<file path="src/rtl/fd_pkg.sv">
// Shared defaults and the {instr, pc} entry layout for the fetch->decode queue.
package fd_pkg;
  localparam int FD_INSTR_W = 32;
  localparam int FD_PC_W    = 32;
  localparam int FD_DEPTH   = 4;
  localparam logic [FD_INSTR_W-1:0] FD_NOP_INSTR = '0;

  typedef struct packed {
    logic [FD_INSTR_W-1:0] instr;
    logic [FD_PC_W-1:0]    pc;
  } fd_entry_t;
endpackage

</file>
<file path="src/rtl/fd_queue_mem.sv">
// Purpose: DEPTH x W register array, one write port, one async read port.
// Latency: write visible on the read port the cycle after the write edge.
// Backpressure: none; the caller decides when wr_en may be asserted.
module fd_queue_mem #(
  parameter int W     = 64,
  parameter int DEPTH = 4,
  parameter int AW    = $clog2(DEPTH)
) (
  input  logic          clock,
  input  logic          wr_en,
  input  logic [AW-1:0] wr_addr,
  input  logic [W-1:0]  wr_data,
  input  logic [AW-1:0] rd_addr,
  output logic [W-1:0]  rd_data
);
  logic [W-1:0] mem [DEPTH];

  // Storage is deliberately not reset; validity is tracked by the count.
  always_ff @(posedge clock) begin
    if (wr_en) mem[wr_addr] <= wr_data;
  end

  assign rd_data = mem[rd_addr];
endmodule

</file>
<file path="src/rtl/fetch_decode_queue.sv">
// Purpose: DEPTH-entry in-order {instr, pc} queue between fetch and decode, flushable.
// Latency: an entry enqueued in cycle N is presented on d_* in cycle N+1.
// Backpressure: registered f_stall when full; enq is refused while full even if decode drains.
module fetch_decode_queue
  import fd_pkg::*;
#(
  parameter int                   INSTR_W   = FD_INSTR_W,
  parameter int                   PC_W      = FD_PC_W,
  parameter int                   DEPTH     = FD_DEPTH,
  parameter logic [INSTR_W-1:0]   NOP_INSTR = INSTR_W'(FD_NOP_INSTR),
  parameter int                   AW        = $clog2(DEPTH),
  parameter int                   CW        = $clog2(DEPTH + 1)
) (
  input  logic               clock,
  input  logic               reset,
  input  logic               f_valid,
  input  logic [INSTR_W-1:0] f_instr,
  input  logic [PC_W-1:0]    f_pc,
  input  logic               f_flush,
  output logic               f_stall,
  input  logic               d_stall,
  output logic               d_valid,
  output logic [INSTR_W-1:0] d_instr,
  output logic [PC_W-1:0]    d_pc,
  output logic [CW-1:0]      count
);
  localparam logic [CW-1:0] FULL_CNT = CW'(DEPTH);

  logic [AW-1:0]         wr_ptr;
  logic [AW-1:0]         rd_ptr;
  logic [CW-1:0]         count_next;
  logic                  enq;
  logic                  deq;
  logic [INSTR_W+PC_W-1:0] rd_data;

  assign enq = f_valid & ~f_stall & ~f_flush;
  assign deq = ~d_stall & (count != '0) & ~f_flush;

  always_comb begin
    count_next = count;
    case ({enq, deq})
      2'b10:   count_next = count + CW'(1);
      2'b01:   count_next = count - CW'(1);
      default: count_next = count;
    endcase
  end

  // f_stall is computed from next-state count so it is a clean flop output.
  always_ff @(posedge clock or negedge reset) begin
    if (!reset) begin
      wr_ptr  <= '0;
      rd_ptr  <= '0;
      count   <= '0;
      f_stall <= 1'b0;
    end else if (f_flush) begin
      wr_ptr  <= '0;
      rd_ptr  <= '0;
      count   <= '0;
      f_stall <= 1'b0;
    end else begin
      if (enq) wr_ptr <= wr_ptr + AW'(1);
      if (deq) rd_ptr <= rd_ptr + AW'(1);
      count   <= count_next;
      f_stall <= (count_next == FULL_CNT);
    end
  end

  fd_queue_mem #(
    .W     (INSTR_W + PC_W),
    .DEPTH (DEPTH),
    .AW    (AW)
  ) u_mem (
    .clock   (clock),
    .wr_en   (enq),
    .wr_addr (wr_ptr),
    .wr_data ({f_instr, f_pc}),
    .rd_addr (rd_ptr),
    .rd_data (rd_data)
  );

  assign d_valid = (count != '0);
  assign d_instr = d_valid ? rd_data[INSTR_W+PC_W-1:PC_W] : NOP_INSTR;
  assign d_pc    = d_valid ? rd_data[PC_W-1:0] : '0;
endmodule

</file>
<file path="config.mk">
export PLATFORM = sky130hd
export DESIGN_NAME = fetch_decode_queue
export DESIGN_NICKNAME = d
export VERILOG_FILES = /design/src/rtl/fd_pkg.sv /design/src/rtl/fd_queue_mem.sv /design/src/rtl/fetch_decode_queue.sv
export SDC_FILE = /design/constraint.sdc
export NUM_CORES = 1
export LEC_CHECK = 0
export BUFFER_PORTS_ARGS = -buffer_cell sky130_fd_sc_hd__buf_4
export CAP_MARGIN = 0
export CORE_MARGIN = 1
export CORE_UTILIZATION = 35
export CTS_CLUSTER_SIZE = 12
export DETAILED_ROUTE_END_ITERATION = 8
export GPL_ROUTABILITY_DRIVEN = 0
export SLEW_MARGIN = 20
export SYNTH_ARGS = -nofsm -noshare
export SYNTH_HDL_FRONTEND = slang
export SYNTH_HIERARCHICAL = 1
export SYNTH_SLANG_ARGS = --single-unit
</file>
<file path="constraint.sdc">
create_clock -name clock -period 12.6 [get_ports clock]
set_input_delay 2.52 -clock clock [delete_from_list [all_inputs] [get_ports clock]]
set_output_delay 2.52 -clock clock [all_outputs]
set_load 0.005 [all_outputs]
</file>
* After elaboration in Yosys (flattened, before gate mapping)
Memory sizes are Yosys's and may differ from the RTL's. Cells that the tools add are included. W data, S select, Z words.
Word-level totals: bits in registers 8, latch bits 0, bits in writable memories 256, ROM bits 0, output and inout port bits 69, memories kept 1
Cells by class: add/subtract/negate cells 4, multipliers 0, divide/modulo/power cells 0, magnitude comparators 0, equal/unequal tests 3, shift-type cells 0, multiplexer cells 11, bitwise operators 7, reductions and logical operators 3
Memory list:
- u_mem.mem | words 4, width 64, rd ports 1, clocked after Yosys merged registers in 0, wr ports 1, line fd_queue_mem.sv:16 | logic [W-1:0] mem [DEPTH];
Operators with widths (number):
- $mux W32 | 2
- $mux W2 | 4
- $pmux W3 S2 | 1
- $add A2 B1 Y2 const B | 2
- $and A1 B1 Y1 | 4
- $reduce_bool A2 Y1 | 2
- $add A3 B1 Y3 const B | 1
- $eq A3 B3 Y1 const B | 1
- $mux W1 | 3
- $mux W3 | 1
- $not A1 Y1 | 3
- $reduce_bool A3 Y1 | 1
- $sub A3 B1 Y3 const B | 1
- $eq A2 B1 Y1 const B | 1
- $eq A2 B2 Y1 const B | 1

* Longest topological paths before layout
Gate-level depths: netlist of run 1.
depth after elaboration 7, mapped depth 7, depth with buffers taken out 7

* Hierarchy
Netlist of run 1, hierarchy kept.
By module, submodules not included:
- fd_queue_mem | instances 1, cells each 338, area each 9341.5 um^2
- fetch_decode_queue | instances 1, cells each 112, area each 895.9 um^2

* Least setup slack after synthesis of run 1
No wires, ideal clock.
kind in2reg, start point input f_flush, end point memory u_mem.mem[0][0], enable pin, data arrival time 7.590 ns, data required time 12.022 ns, path slack 4.432 ns, stages 4, buffers on the path 1, path through clkbuf_1 nand2b_1 inv_1 nor3b_1
Between the ends: word-level cells in the longest chain between the ends 4
Ends and longest elaborated chain:
- start: declaration | line fetch_decode_queue.sv:19 | input logic f_flush,
- $not A1 Y1 | line fetch_decode_queue.sv:36 | assign enq = f_valid & ~f_stall & ~f_flush;
- $and A1 B1 Y1 | line fetch_decode_queue.sv:36
- via enq | line fetch_decode_queue.sv:32 | logic enq;
- $mux W1 | line fd_queue_mem.sv:20 | if (wr_en) mem[wr_addr] <= wr_data;
- $mux W1 (not written as such) | line fd_queue_mem.sv:20
- end: declaration | line fd_queue_mem.sv:16
The timed path passes the listed nets, and every way through them passes these cells.

* Worst setup path after layout of run 1
start point register rd_ptr[0], end point output d_pc[1]
Between the ends: word-level cells in the longest chain between the ends 2
Ends and longest elaborated chain:
- start: declaration | line fetch_decode_queue.sv:30 | logic [AW-1:0] rd_ptr;
- start signal: assignment | line fetch_decode_queue.sv:62 | if (deq) rd_ptr <= rd_ptr + AW'(1);
- $mem_v2 Z4 W64
- via rd_data[1] | line fetch_decode_queue.sv:34 | logic [INSTR_W+PC_W-1:0] rd_data;
- $mux W32 | line fetch_decode_queue.sv:83 | assign d_pc = d_valid ? rd_data[PC_W-1:0] : '0;
- end: declaration | line fetch_decode_queue.sv:24 | output logic [PC_W-1:0] d_pc,
The timed path passes the listed nets, and every way through them passes these cells.

==> results of run 1 <==
## cell type report
class                           count  area, um2
Clock buffer                       37        756
Tap cell                          384        480
Multi-Input combinational cell    162       2120
Fill cell                        2558      16300
Clock inverter                     12       50.0
Inverter                            2       10.0
Sequential cell                   264       7900
Timing Repair Buffer              143       1090
## placed cells by master (no fill, tap or decap), types with 2 or more instances in the layout
master	count
dfrtp_1	6
nand2b_1	2
mux4_2	60
dfrtp_4	2
mux4_1	4
nor2_1	5
edfxtp_1	256
clkbuf_1	8
a21oi_1	4
xor2_1	2
buf_4	142
xnor2_1	2
clkinv_1	8
and3b_4	2
clkbuf_16	29
or3_1	3
and2_1	64
clkinv_2	4
o21ai_0	3
## sequential cells by signal, indices dropped and copies added (netlist names)
name and count:
f_stall 1, rd_ptr 2, count 3, wr_ptr 2
u_mem/mem 256
## per-layer routing
metal | GRT usage [%] | part of all wire (%) | up-vias | wire, um
met3 | 2.88 | 4.8 | 34 | 930
met5 | 0 | 0 | - | 0
li1 | - | - | 2131 | -
met2 | 23.4 | 52 | 115 | 10100
met1 | 16.2 | 41 | 2508 | 7870
met4 | 3.54 | 2.4 | 0 | 459
## cell families after synthesis
logic type	Yosys count	share of synthesized area [%]
DFF	264	77.0
and+or+nand+nor	83	5.12
muxes	65	14.3
buffers and inverters	24	2.43
AOI/OAI and AO/OA	8	0.416
xor gates and xnor gates	4	0.342
adders and majority gates	2	0.318
## worst max-delay path, delay by kind of cell (launching register included)
kind | cells | cell delay, ps
buf+inv | 2 | 780
flops | 1 | 880
simple gates | 1 | 160
mux | 1 | 650
## how the worst max path moves through the flow
stage,from,cells after the start,endpoint
after global routing,rd_ptr[0],4,d_pc[1]
after global placement,rd_ptr[0],4,d_pc[1]
after CTS,rd_ptr[0],4,d_pc[1]
after detailed placement,rd_ptr[0],4,d_pc[1]
final,rd_ptr[0],4,d_pc[1]
after floorplan,f_flush,4,u_mem/mem[0][0]
## power by group through the flow
stage / sequential [W] / clock (W) / combinational, W
after global routing: 0.00102 / 0.000776 / 0.000239
after CTS: 0.00101 / 0.000747 / 0.000226
after floorplan: 0.00102 / 0 / 0.000142
final: 0.00101 / 0.000725 / 0.000219
after detailed placement: 0.00103 / 0 / 0.000225
after global placement: 0.00103 / 0 / 0.000220
## stage by stage
stage | util, % | setup slack, ps | cells | total power, W | hold WS (ps)
2_1_floorplan | - | 4430 | 450 | 0.00116 | 521
3_3_place_gp | 40.3 | 7470 | 954 | 0.00125 | 607
3_5_place_dp | 40.3 | 7480 | 954 | 0.00126 | 630
4_1_cts | 43.1 | 6880 | 1003 | 0.00199 | 645
5_1_grt | 43.2 | 6730 | 1004 | 0.00203 | 698
6_report | 43.2 | 7000 | 1004 | 0.00196 | 634
==> summary.md, run 1 <==
| Metric | Value |
|---|---|
| Clock sink count | `approximately 260` |
| Critical path launch point type | `flip-flop` |
| Starting Density | `35.7%` |
| Area grow syn2layout | `21.1%` |
| Final hold violation count | `0` |
| Port bufs | `137` |
| Final setup violation count | `0` |
| Synthesized flop and latch total | `264` |
| Setup CP Type | `reg -> out` |
| Leakage | `4.18 nW` |
| Synth cell count leaders | `edfxtp_1, and2_1, mux4_2` |
| Cells after Synth | `450` |
| Top cell type's share of synthesized area | `about three quarters` |
| CP arrival | `3080 ps` |
| Crit path max fanout | `37` |
| Final Slew Violations | `0` |
| Sequential fraction of design power | `51.7%` |
| Hold Path Sink | `wr_ptr[1]` |
| Slowest CP cell | `dfrtp_4` |
| Die height | `173 um` |
| Status | `completed` |
| R2R cell count | `5` |
| DRT iter0 DRCs | `between 300 and 400` |
| Clk_lat worst skew | `around 530 ps` |
| Post-synth ARST share | `3.03%` |
| Ranking of synthesized cells by area | `edfxtp_1, mux4_2, and2_1` |
| CP Capture Type | `output port` |
| DP Area | `0.0116 mm2` |
| Worst R2R End | `u_mem/mem[2][1]` |
| Hold depth | `2` |
| P_sw | `approximately 0.00042 W` |
| Worst-path cell chain | `buf_4, mux4_1, and2_1, buf_4` |
| I/O pin cnt | `138` |
| Combinational share of power | `11.2%` |
| Skew final | `approximately 12 ps` |
| Switching Fraction | `21.7%` |
| Reg2Reg Setup Slack | `10190 ps` |
| DP HPWL | `11000 um` |
| Hold Path Class | `reg -> reg` |
| Internal power | `0.00153 W` |
| CTS-repair resized insts | `0` |
| Number of antenna violations at the first check in global routing | `0` |
| Post-synthesis sequential area ratio | `approximately 77%` |
| Die area | `0.0299 mm2` |
| Layout cells sized above 1 | `between 30% and 40%` |
| Vias in the first global route | `5334` |
| Hold_sp | `wr_ptr[1]` |
| CTS Buf Count | `28` |
| Final instance area | `around 0.012 mm2` |
| First-pass GRT wire length | `between 30000 and 40000 um` |
| Final period util | `~44%` |
| Reg2reg start | `f_stall` |
| Fin nets | `672` |
| Crit path largest cell delay | `880 ps` |
| Crit path required time | `slightly above 10000 ps` |
| Total wire length | `19400 um` |
| Worst-case clock buffer depth | `3` |
| Core Rows | `62` |
| Cell taking the most area after synthesis | `edfxtp_1` |
| Post-synth EDFFs | `about 260` |
| Max H-tree Level | `1` |
| PwrDens | `158 mW/mm2` |
| First-pass iteration count of the detailed router | `4` |
| Worst vdd ir | `about 0.11 mV` |
| Setup_tns | `0 ps` |
| Antenna cells | `0` |
| Core area | `approximately 0.029 mm2` |
| Width of the die | `173 um` |
| Worst Tran Pin Value | `1040 ps` |
| Syn nets | `521` |
| TritonCTS clock tree | `done` |
| # DRC | `0` |
| Peak Freq | `0.179 GHz` |
| GRT overflow | `0` |
| Period minus WS final | `5600 ps` |
| Total number of vias | `between 4000 and 5000` |
| Warnings, synthesis | `6` |
| Syn_area_per_cell | `22.7 um2` |
| CP dominant cell by count | `buf_4` |
| Maxcap violations | `0` |
| Final ANT Viol Nets | `0` |
| CTS clk-pin slew, worst paths | `roughly 60 ps` |
| Via density | `4.77` |
| RSZ-0062 raised after global routing | `false` |
| Total track usage | `13.2%` |
| Clock root buffer | `clkbuf_16` |
| Worst rel slew slack | `a little over 30%` |
| Cts-stage hold buffer count | `0` |
| Yosys cell types | `30` |
| Count leader, synth | `edfxtp_1` |
| Mapped cell area | `0.0102 mm2` |
| Clock Power Share | `37.1%` |
| WL/cell | `19.3 um` |
| Largest net degree at the start of global routing | `67` |
| Post-CTS setup buffers | `0` |
| Prevailing post-synth register cell | `edfxtp_1` |
(Power assumes the default switching activity.)
==> inputs of run 2 (changes only) <==
==> constraint.sdc (replaced) <==
create_clock -name clock -period 5.1 [get_ports clock]
set_input_delay 1.02 -clock clock [delete_from_list [all_inputs] [get_ports clock]]
set_output_delay 1.02 -clock clock [all_outputs]
set_load 0.005 [all_outputs]
==> summary.md, run 2 (synthesis results as in run 1) <==
| Metric | Value |
|---|---|
| CP arrival | `2990 ps` |
| Clk_lat worst skew | `530 ps` |
| Crit path largest cell delay | `1080 ps` |
| Layer with the highest usage | `met2` |
| DRT iter0 DRCs | `232` |
| Starting Density | `between 30% and 40%` |
| Crit path max fanout | `49` |
| Total number of vias | `4721` |
| CTS-repair resized insts | `0` |
| Final setup violation count | `0` |
| Worst rel slew slack | `28.7%` |
| Number of antenna violations at the first check in global routing | `1` |
| Fin nets | `670` |
| Worst hold slack | `roughly 300 ps` |
| Setup_tns | `0 ps` |
| CTS Buf Count | `28` |
| Total wire length | `19400 um` |
| TritonCTS clock tree | `done` |
| Worst Tran Pin Value | `1070 ps` |
| Worst-path cell chain | `buf_4, mux4_2, and2_1, buf_4` |
| GRT overflow | `0` |
| DP Area | `0.0116 mm2` |
| M3 GR Usage | `3.91%` |
| Post-CTS setup buffers | `0` |
| Period minus WS final | `4010 ps` |
| Worst-case clock buffer depth | `3` |
| Clock root buffer | `clkbuf_16` |
| Max reg flops | `256` |
| Core area | `0.0287 mm2` |
| I/O pin cnt | `138` |
| Status | `completed` |
| Leakage | `4.16 nW` |
| Cts-stage hold buffer count | `0` |
| Fin util | `43.1%` |
| CP Capture Type | `output port` |
| Commonest non-fill, non-tap cell in the layout | `edfxtp_1` |
| Final hold violation count | `0` |
| CP dominant cell by count | `buf_4` |
| Final ANT Viol Nets | `0` |
| Final Slew Violations | `0` |
| Via density | `4.72` |
| DP HPWL | `around 11000 um` |
| Critical path depth in cells | `4` |
| Die area | `0.0299 mm2` |
| RSZ-0062 raised after global routing | `false` |
| Placed insts | `953` |
| Final period util | `78.6%` |
| Crit path required time | `4080 ps` |
| Port bufs | `137` |
| R2R cell count | `5` |
| PwrDens | `between 300 and 400 mW/mm2` |
| Skew final | `16.6 ps` |
| Peak Freq | `0.250 GHz` |
| Largest Register | `u_mem/mem` |
| Final instance area | `between 0.01 and 0.015 mm2` |
| First-pass GRT wire length | `roughly 30000 um` |
| Width of the die | `173 um` |
| WL/cell | `19.4 um` |
| Largest net degree at the start of global routing | `67` |
| Commonest non-fill, non-tap cells in the layout | `edfxtp_1, buf_4, and2_1` |
| Max H-tree Level | `1` |
| First-pass iteration count of the detailed router | `4` |
| Slowest CP cell | `dfrtp_4` |
| # DRC | `0` |
| Met1 Track Usage GR | `15.8%` |
| Clock sink count | `264` |
| Layout cells sized above 1 | `39.3%` |
| Area grow syn2layout | `20.8%` |
| Critical path launch point type | `flip-flop` |
| Die height | `173 um` |
| Vias in the first global route | `5342` |
| Buf/Inv on CP | `2` |
| Met2 usage | `23.4%` |
| Largest regs | `u_mem/mem x256, count x3` |
| Worst vdd ir | `0.230 mV` |
| Finished Layout Cells | `1000` |
| Core Rows | `62` |
| Maxcap violations | `0` |
| Setup CP Type | `reg -> out` |
| Hold Path Class | `in -> async` |
| CTS clk-pin slew, worst paths | `60 ps` |
| Total track usage | `13.2%` |
| Top delay family on crit path | `flip-flops` |
-- run 2: path summary, 6_finish.rpt --
path / endpoint / slack [ps] / startpoint
min in group clock: wr_ptr[0] / 650 / f_stall
setup / recovery: d_pc[9] / 1090 / rd_ptr[0]
setup reg to reg: u_mem/mem[2][32] / 2630 / f_stall
hold reg to reg: wr_ptr[0] / 650 / f_stall
max in group asynchronous: rd_ptr[1] / 4650 / reset
hold / removal: wr_ptr[0] / 300 / reset
-- run 2: metal layers --
metal,up-vias,wire length [um]
li1,2127,-
met3,15,1300
met5,-,0
met1,2460,7830
met4,0,214
met2,119,10000
-- run 2: worst reg2reg max path: stages (launching register included) --
cell and delay (ps):
dfrtp_1 390, nor2b_1 200, nand2b_1 110, inv_1 120
and3b_4 890, buf_4 440
-- run 2: area by class of cell --
class                   count  area, um2
diodes                      1       2.50
repair buffers            141       1060
flip-flops and latches    264       7900
multi-input cells         162       2120
inverters                   2       8.76
clock buffers              33        741
well taps                 384        480
clock inverters            13       56.3
fillers                  2517      16300
-- run 2: report_power, final --
group | total [W] | switching [W] | internal (W)
sequential | 0.00251 | 0.0000576 | 0.00245
combinational | 0.000530 | 0.000226 | 0.000305
clock | 0.00176 | 0.000744 | 0.00102
-- run 2: through the flow --
stage / setup WS, ps / power (W)
CTS: 933 / 0.00488
finish: 1090 / 0.00480
detailed placement: 1520 / 0.00310
floorplan: 675 / 0.00287
global route: 800 / 0.00501
global placement: 1560 / 0.00308
